===== src/rtl/disp_scan_ctrl.sv =====
// Four-digit multiplexed 7-segment scan controller with frame-synchronous snapshot.
// Define DISP_SCAN_BLANK_EN to insert BLANK_CYCLES of dark time between digits.
module disp_scan_ctrl #(
  parameter int PRESCALE     = 1000,
  parameter int BLANK_CYCLES = 16
) (
  input  logic        clk,
  input  logic        rst,
  input  logic        en,
  input  logic        direction,
  input  logic [15:0] value,
  input  logic [3:0]  dp,
  output logic [3:0]  an,
  output logic [6:0]  seg,
  output logic        dp_n,
  output logic [1:0]  digit,
  output logic        frame
);

  if (PRESCALE < 2 || PRESCALE > 65535 ||
      BLANK_CYCLES < 1 || BLANK_CYCLES > 255) begin : g_bad_param
    $error("disp_scan_ctrl: parameter out of range");
  end

  localparam logic [15:0] PS_MAX = 16'(PRESCALE - 1);

  logic [15:0] presc_q, presc_d;
  logic [1:0]  digit_q, digit_d, digit_nx;
  logic        frame_q, frame_d;
  logic [15:0] sval_q, sval_d;
  logic [3:0]  sdp_q, sdp_d;
  logic        show, tick, adv, wrap;
  logic [3:0]  nib;

`ifdef DISP_SCAN_BLANK_EN
  typedef enum logic {SHOW, BLANK} state_e;
  localparam logic [7:0] BL_MAX = 8'(BLANK_CYCLES - 1);

  state_e     state_q, state_d;
  logic [7:0] blank_q, blank_d;

  assign show = (state_q == SHOW);
  assign adv  = en && !show && (blank_q == BL_MAX);
`else
  assign show = 1'b1;
  assign adv  = tick;
`endif

  assign tick     = en && show && (presc_q == PS_MAX);
  assign digit_nx = direction ? digit_q - 2'd1 : digit_q + 2'd1;
  assign wrap     = direction ? (digit_q == 2'd0) : (digit_q == 2'd3);

  always_comb begin
    presc_d = presc_q;
    if (tick)
      presc_d = '0;
    else if (en && show)
      presc_d = presc_q + 16'd1;
    digit_d = adv ? digit_nx : digit_q;
    frame_d = adv && wrap;
    sval_d  = sval_q;
    sdp_d   = sdp_q;
    // Snapshot once per frame so a digit never shows a torn value
    if (frame_q || !en) begin
      sval_d = value;
      sdp_d  = dp;
    end
  end

`ifdef DISP_SCAN_BLANK_EN
  always_comb begin
    state_d = state_q;
    blank_d = blank_q;
    if (tick) begin
      state_d = BLANK;
    end else if (adv) begin
      state_d = SHOW;
      blank_d = '0;
    end else if (en && !show) begin
      blank_d = blank_q + 8'd1;
    end
  end

  always_ff @(posedge clk) begin
    if (rst) begin
      state_q <= SHOW;
      blank_q <= '0;
    end else begin
      state_q <= state_d;
      blank_q <= blank_d;
    end
  end
`endif

  always_ff @(posedge clk) begin
    if (rst) begin
      presc_q <= '0;
      digit_q <= '0;
      frame_q <= 1'b0;
      sval_q  <= '0;
      sdp_q   <= '0;
    end else begin
      presc_q <= presc_d;
      digit_q <= digit_d;
      frame_q <= frame_d;
      sval_q  <= sval_d;
      sdp_q   <= sdp_d;
    end
  end

  assign nib = sval_q[{digit_q, 2'b00} +: 4];

  always_comb begin
    unique case (nib)
      4'h0: seg = 7'b1000000;
      4'h1: seg = 7'b1111001;
      4'h2: seg = 7'b0100100;
      4'h3: seg = 7'b0110000;
      4'h4: seg = 7'b0011001;
      4'h5: seg = 7'b0010010;
      4'h6: seg = 7'b0000010;
      4'h7: seg = 7'b1111000;
      4'h8: seg = 7'b0000000;
      4'h9: seg = 7'b0010000;
      4'hA: seg = 7'b0001000;
      4'hB: seg = 7'b0000011;
      4'hC: seg = 7'b1000110;
      4'hD: seg = 7'b0100001;
      4'hE: seg = 7'b0000110;
      default: seg = 7'b0001110;
    endcase
  end

  assign an    = show ? ~(4'b0001 << digit_q) : 4'b1111;
  assign dp_n  = show ? ~sdp_q[digit_q] : 1'b1;
  assign digit = digit_q;
  assign frame = frame_q;

endmodule


===== config.mk =====
export PLATFORM = sky130hd
export DESIGN_NAME = disp_scan_ctrl
export DESIGN_NICKNAME = d
export VERILOG_FILES = /design/src/rtl/disp_scan_ctrl.sv
export SDC_FILE = /design/constraint.sdc
export NUM_CORES = 1
export LEC_CHECK = 0
export BUFFER_PORTS_ARGS = -buffer_cell sky130_fd_sc_hd__clkbuf_2
export CAP_MARGIN = 40
export CORE_ASPECT_RATIO = 1.1
export CORE_MARGIN = 2
export CORE_UTILIZATION = 45
export CTS_BUF_LIST = sky130_fd_sc_hd__clkbuf_8
export CTS_CLUSTER_DIAMETER = 30
export DETAILED_ROUTE_END_ITERATION = 10
export GPL_TIMING_DRIVEN = 0
export PLACE_DENSITY = 0.76
export SYNTH_ARGS = -nofsm -noshare
export SYNTH_HDL_FRONTEND = slang
export SYNTH_SLANG_ARGS = --single-unit

===== constraint.sdc =====
create_clock -name clk -period 3.9 [get_ports clk]
set_input_delay 0.78 -clock clk [delete_from_list [all_inputs] [get_ports clk]]
set_output_delay 0.78 -clock clk [all_outputs]
set_load 0.01 [all_outputs]

* Yosys cells after proc, flatten, opt, wreduce, memory -nomap -nowiden *
Memory sizes are Yosys's and may differ from the RTL's.
Cells that the tools add are included.

cells by class
  $add $sub $neg = 3
  order comparisons = 1
  equality and inequality tests = 2
  shift operators = 2
  mux-type cells = 4
  bitwise operators = 2
  reductions and logical operators = 6

operators by type and width
  operator                                                                 number
  16-bit by 1-bit adder with 16-bit output, second input constant          1
  16-bit by 10-bit equality test with 1-bit output, second input constant  1
  16-bit by 5-bit variable part select with 4-bit output                   1
  4-bit NOT                                                                1
  1-bit by 2-bit left shift with 4-bit output, first input constant        1
  2-bit by 3-bit < comparator with 1-bit output, second input constant     1
  2-bit by 1-bit adder with 2-bit output, second input constant            1
  1-bit binary-select mux with 2-bit select                                1
  2-bit equality test, second input constant                               1
  1-bit logical AND                                                        2
  2-bit zero test                                                          1
  1-bit 2-to-1 mux                                                         2
  2-bit 2-to-1 mux                                                         1
  2-bit OR reduction                                                       1
  2-bit by 1-bit subtractor with 2-bit output, second input constant       1
  1-bit zero test                                                          1
  1-bit logical OR                                                         1
  1-bit NOT                                                                1

word-level totals
  register bits = 39
  memory bits (read-only) = 112
  input port bits = 24
  output and inout port bits = 15
  logic and storage cells = 26
  memories kept = 1

memories
  memory            words  bits a word  read ports  clocked after memory_dff  wr ports  RTL line  text
  (name not given)  16     7            1           0                         0         114       unique case (nib)

* Logic depth before layout (Yosys ltp) *
  word-level depth = 3
  depth in mapped cells = 7

* Least setup slack after synthesis *
Ideal clock, no wire load.

  path kind = register to output
  start point = register digit_q[0] (netlist: digit[0])
  end point = output seg[3]
  data arrival time = 2.014 ns
  data required time = 3.120 ns
  setup slack = 1.106 ns
  stages on the path, launching flop included = 7
  path buffers = 1
  path through = dfxtp_1 > buf_2 > mux4_2 > inv_1 > ha_1 > inv_1 > mux4_2

on the way
  longest elaborated chain between the ends = 2

ends and longest elaborated chain
  element                                                 RTL line  text
  start: declaration                                      28        logic [1:0] digit_q, digit_d, digit_nx;
  start signal: assignment                                104       digit_q <= digit_d;
  16-bit by 5-bit variable part select with 4-bit output  111       assign nib = sval_q[{digit_q, 2'b00} +: 4];
  memory read 16 x 7 bit                                  -
  end: declaration                                        14        output logic [6:0] seg,

Every way passes these cells.

* Worst setup path in the final report *
Ends and elaborated chain as after synthesis.

==> reports/qor.yml <==
worst_setup_path:
  crit_type: "reg -> out"
  slowest_delay_ns: 0.62
  crit_chain: "buf_2 > mux4_2 > inv_1 > ha_1 > inv_1 > mux4_2 > clkbuf_2"
  worst_ep_arrival_time_ns: 2.51
  critPathCaptureType: "primary output"
  cp.required_ns: 3.12
  path_max_fanout: 10
  slowest_stage: "mux4_2"
  critical_path.startpoint: "digit[0]"
  worstSetupStartpointType: "register"
  rrSetupSlack_ns: 2.10
  r2r-start: "presc_q[0]"
synthesis:
  syn-cell-area_um2: 1960
  yosys.area.top_type: "dfxtp_1"
  ys.flop_type: "dfxtp_1"
  netlist_instances: 229
  ys_seq_area_share_pct: 39.8
  synth-seq-cells: 39
  yosysWarnings: 0
  synth_common_cells: "50 x nand2_1, 39 x dfxtp_1, 27 x a21oi_1"
  synth.avg_cell_area_um2: 8.57
  synth_edf_count: 0
  synth.net_count: 260
  synth.distinct_cells: 36
  yosysMostFrequentCell: "nand2_1"
  synthTopCellsByArea: "dfxtp_1 40%, nand2_1 9.6%, a21oi_1 6.9%"
  yosys.area.top_type_share_pct: 39.8
  async_reset_ff_share_pct: 0
sta:
  period_share_pct: 84.3
  fmax_mhz: 304
  rsz0062_at_grt: "no"
  max-slew-margin-rel_pct: 68.5
  post-route-min-period_ns: 3.29
  hold_viol: 0
  slew_viol_final: 0
  setup_viol_count_final: 0
  final.setup.tns_ns: 0
  tightest_slew_ns: 0.472
  worst_hold_slack_ns: 0.453
  finClkSkew_ns: 0.00538
clock_tree:
  cts_buffers: 5
  ctsHoldBuffers: 0
  cts.clk_slew.worst_paths_ns: 0.07
  cts.path.max_buffers: 2
  ctsResizeCount: 0
  cts_tree: "built"
  clkLatencyLatePin_ns: 0.29
  clkSinkCount: 39
  htree_levels: 2
  cts_setup_buffers: 0
  cts_root_buffer: "clkbuf_8"
placed_design:
  dp_hpwl_mm: 3.07
  portBuffers: 36
  gp_congestion: 0.746
outcome:
  status: "completed"
drt:
  routed_via_density: 5.21
  postRouteAntennaNets: 0
  wire_per_inst_um: 12.4
  drc: 0
  drtIter0Drc: 40
  vias: 1704
  dr.pass1.iters: 5
  routed_wl_mm: 4.07
cells_and_area:
  n_antenna_cell: 0
  syn_to_final_growth_pct: 16.8
  final_nets: 303
  drive_gt1_share_pct: 24.2
min_path:
  hp-class: "reg -> reg"
  hp-start: "sval_q[12]"
run:
  cap_violations: 0
global_route:
  grt_pass1_wl_mm: 6.53
  antenna_found_initial: 0
  grt_overflow: 0
  grt_util_all_layers_pct: 17.5
  grt_pass1_vias: 1542
  grt_max_degree: 12
floorplanning:
  core_area_um2: 4250
  row_count: 25
  die_w_um: 67.0
  ioPinCount: 39
  start_util_pct: 46.1
  dieArea_um2: 4900
  die_h_um: 73.3
power_and_ir_drop:
  p_per_area_nw_per_um2: 331
  peakVddDrop_mv: 0.171
  p_leak_nw: 0.913
[logic make-up (layout without fill, tap and decap cells)]
group                      Yosys count  after routing  synth area share [%]
buffers and inverters               19             63                  4.15
and+or+nand+nor                    101            101                  25.2
DFF                                 39             39                  39.8
AOI/OAI and AO/OA                   39             39                  10.9
muxes                               12             12                  10.1
xor gates and xnor gates            12             12                  5.36
adders and majority gates            7              7                  4.46
[registers in the layout, indices dropped and copies added (netlist names)]
| name | count |
|---|---|
| presc_q | 16 |
| sval_q | 16 |
| sdp_q | 4 |
| digit | 2 |
| frame | 1 |
[cell type report]
type | instances | area (um2)
buffer | 13 | 58.8
clock buffer | 5 | 68.8
clock inverter | 3 | 12.5
fill | 420 | 1960
inverter | 6 | 22.5
multi-input combinational | 171 | 1100
sequential | 39 | 781
tap | 54 | 67.6
timing repair buffer | 36 | 180
[power breakdown]
group | leakage, nW | total (mW) | internal [mW] | switching (mW)
clock network | 0.0505 | 0.253 | 0.120 | 0.133
registers | 0.318 | 0.420 | 0.412 | 0.00824
logic | 0.544 | 0.0856 | 0.0393 | 0.0463
total | 0.913 | 0.759 | 0.571 | 0.187
[path summary, 6_finish.rpt]
kind,end,cells past startpoint
setup / recovery,seg[3],7
hold / removal,sval_q[12],2
setup reg to reg,presc_q[0],7
hold reg to reg,sval_q[12],2
[per-stage QoR]
step	util, %	area, um2	power, mW	worst slack, ns	cells
6_report	53.9	2290	0.759	0.611	327
5_1_grt	53.9	2290	0.792	0.427	327
4_1_cts	53.9	2290	0.767	0.558	327
3_5_place_dp	51.9	2210	0.516	0.876	319
3_3_place_gp	51.9	2210	0.513	0.900	319
2_1_floorplan	-	1960	0.484	1.11	229
[critical path, delay by kind of cell, from the launching register on]
kind / cells / cell delay (ns)
adder cells (fa/ha/maj): 1 / 0.14
buffers and inverters: 4 / 0.61
flip-flops: 1 / 0.42
multiplexers: 2 / 1.05
[per-layer routing]
layer	part of all wire (%)	track usage [%]	vias up
met5	0	0	-
met4	1.8	6.80	0
met3	4.0	2.91	9
met2	49	31.9	39
met1	46	20.2	780
li1	-	-	876
[cells in the final DEF (no fill, tap or decap), types with 2 or more instances in the layout]
| cell | n |
|---|---|
| o31ai_1 | 2 |
| inv_1 | 8 |
| or2_2 | 3 |
| nand2_1 | 50 |
| mux2_2 | 3 |
| or4_1 | 2 |
| nand3_1 | 5 |
| nand2b_1 | 4 |
| mux2i_1 | 3 |
| o22ai_1 | 2 |
| nor2_1 | 14 |
| and3_1 | 2 |
| o21ai_0 | 6 |
| nor4_1 | 5 |
| ha_1 | 7 |
| clkbuf_8 | 5 |
| xor2_1 | 7 |
| a21oi_1 | 27 |
| or3_1 | 3 |
| xnor2_1 | 5 |
| buf_2 | 5 |
| mux4_2 | 6 |
| nand4_1 | 4 |
| clkbuf_1 | 7 |
| dfxtp_1 | 39 |
| clkbuf_2 | 36 |
No activity file was read; power rests on OpenSTA's default activity.
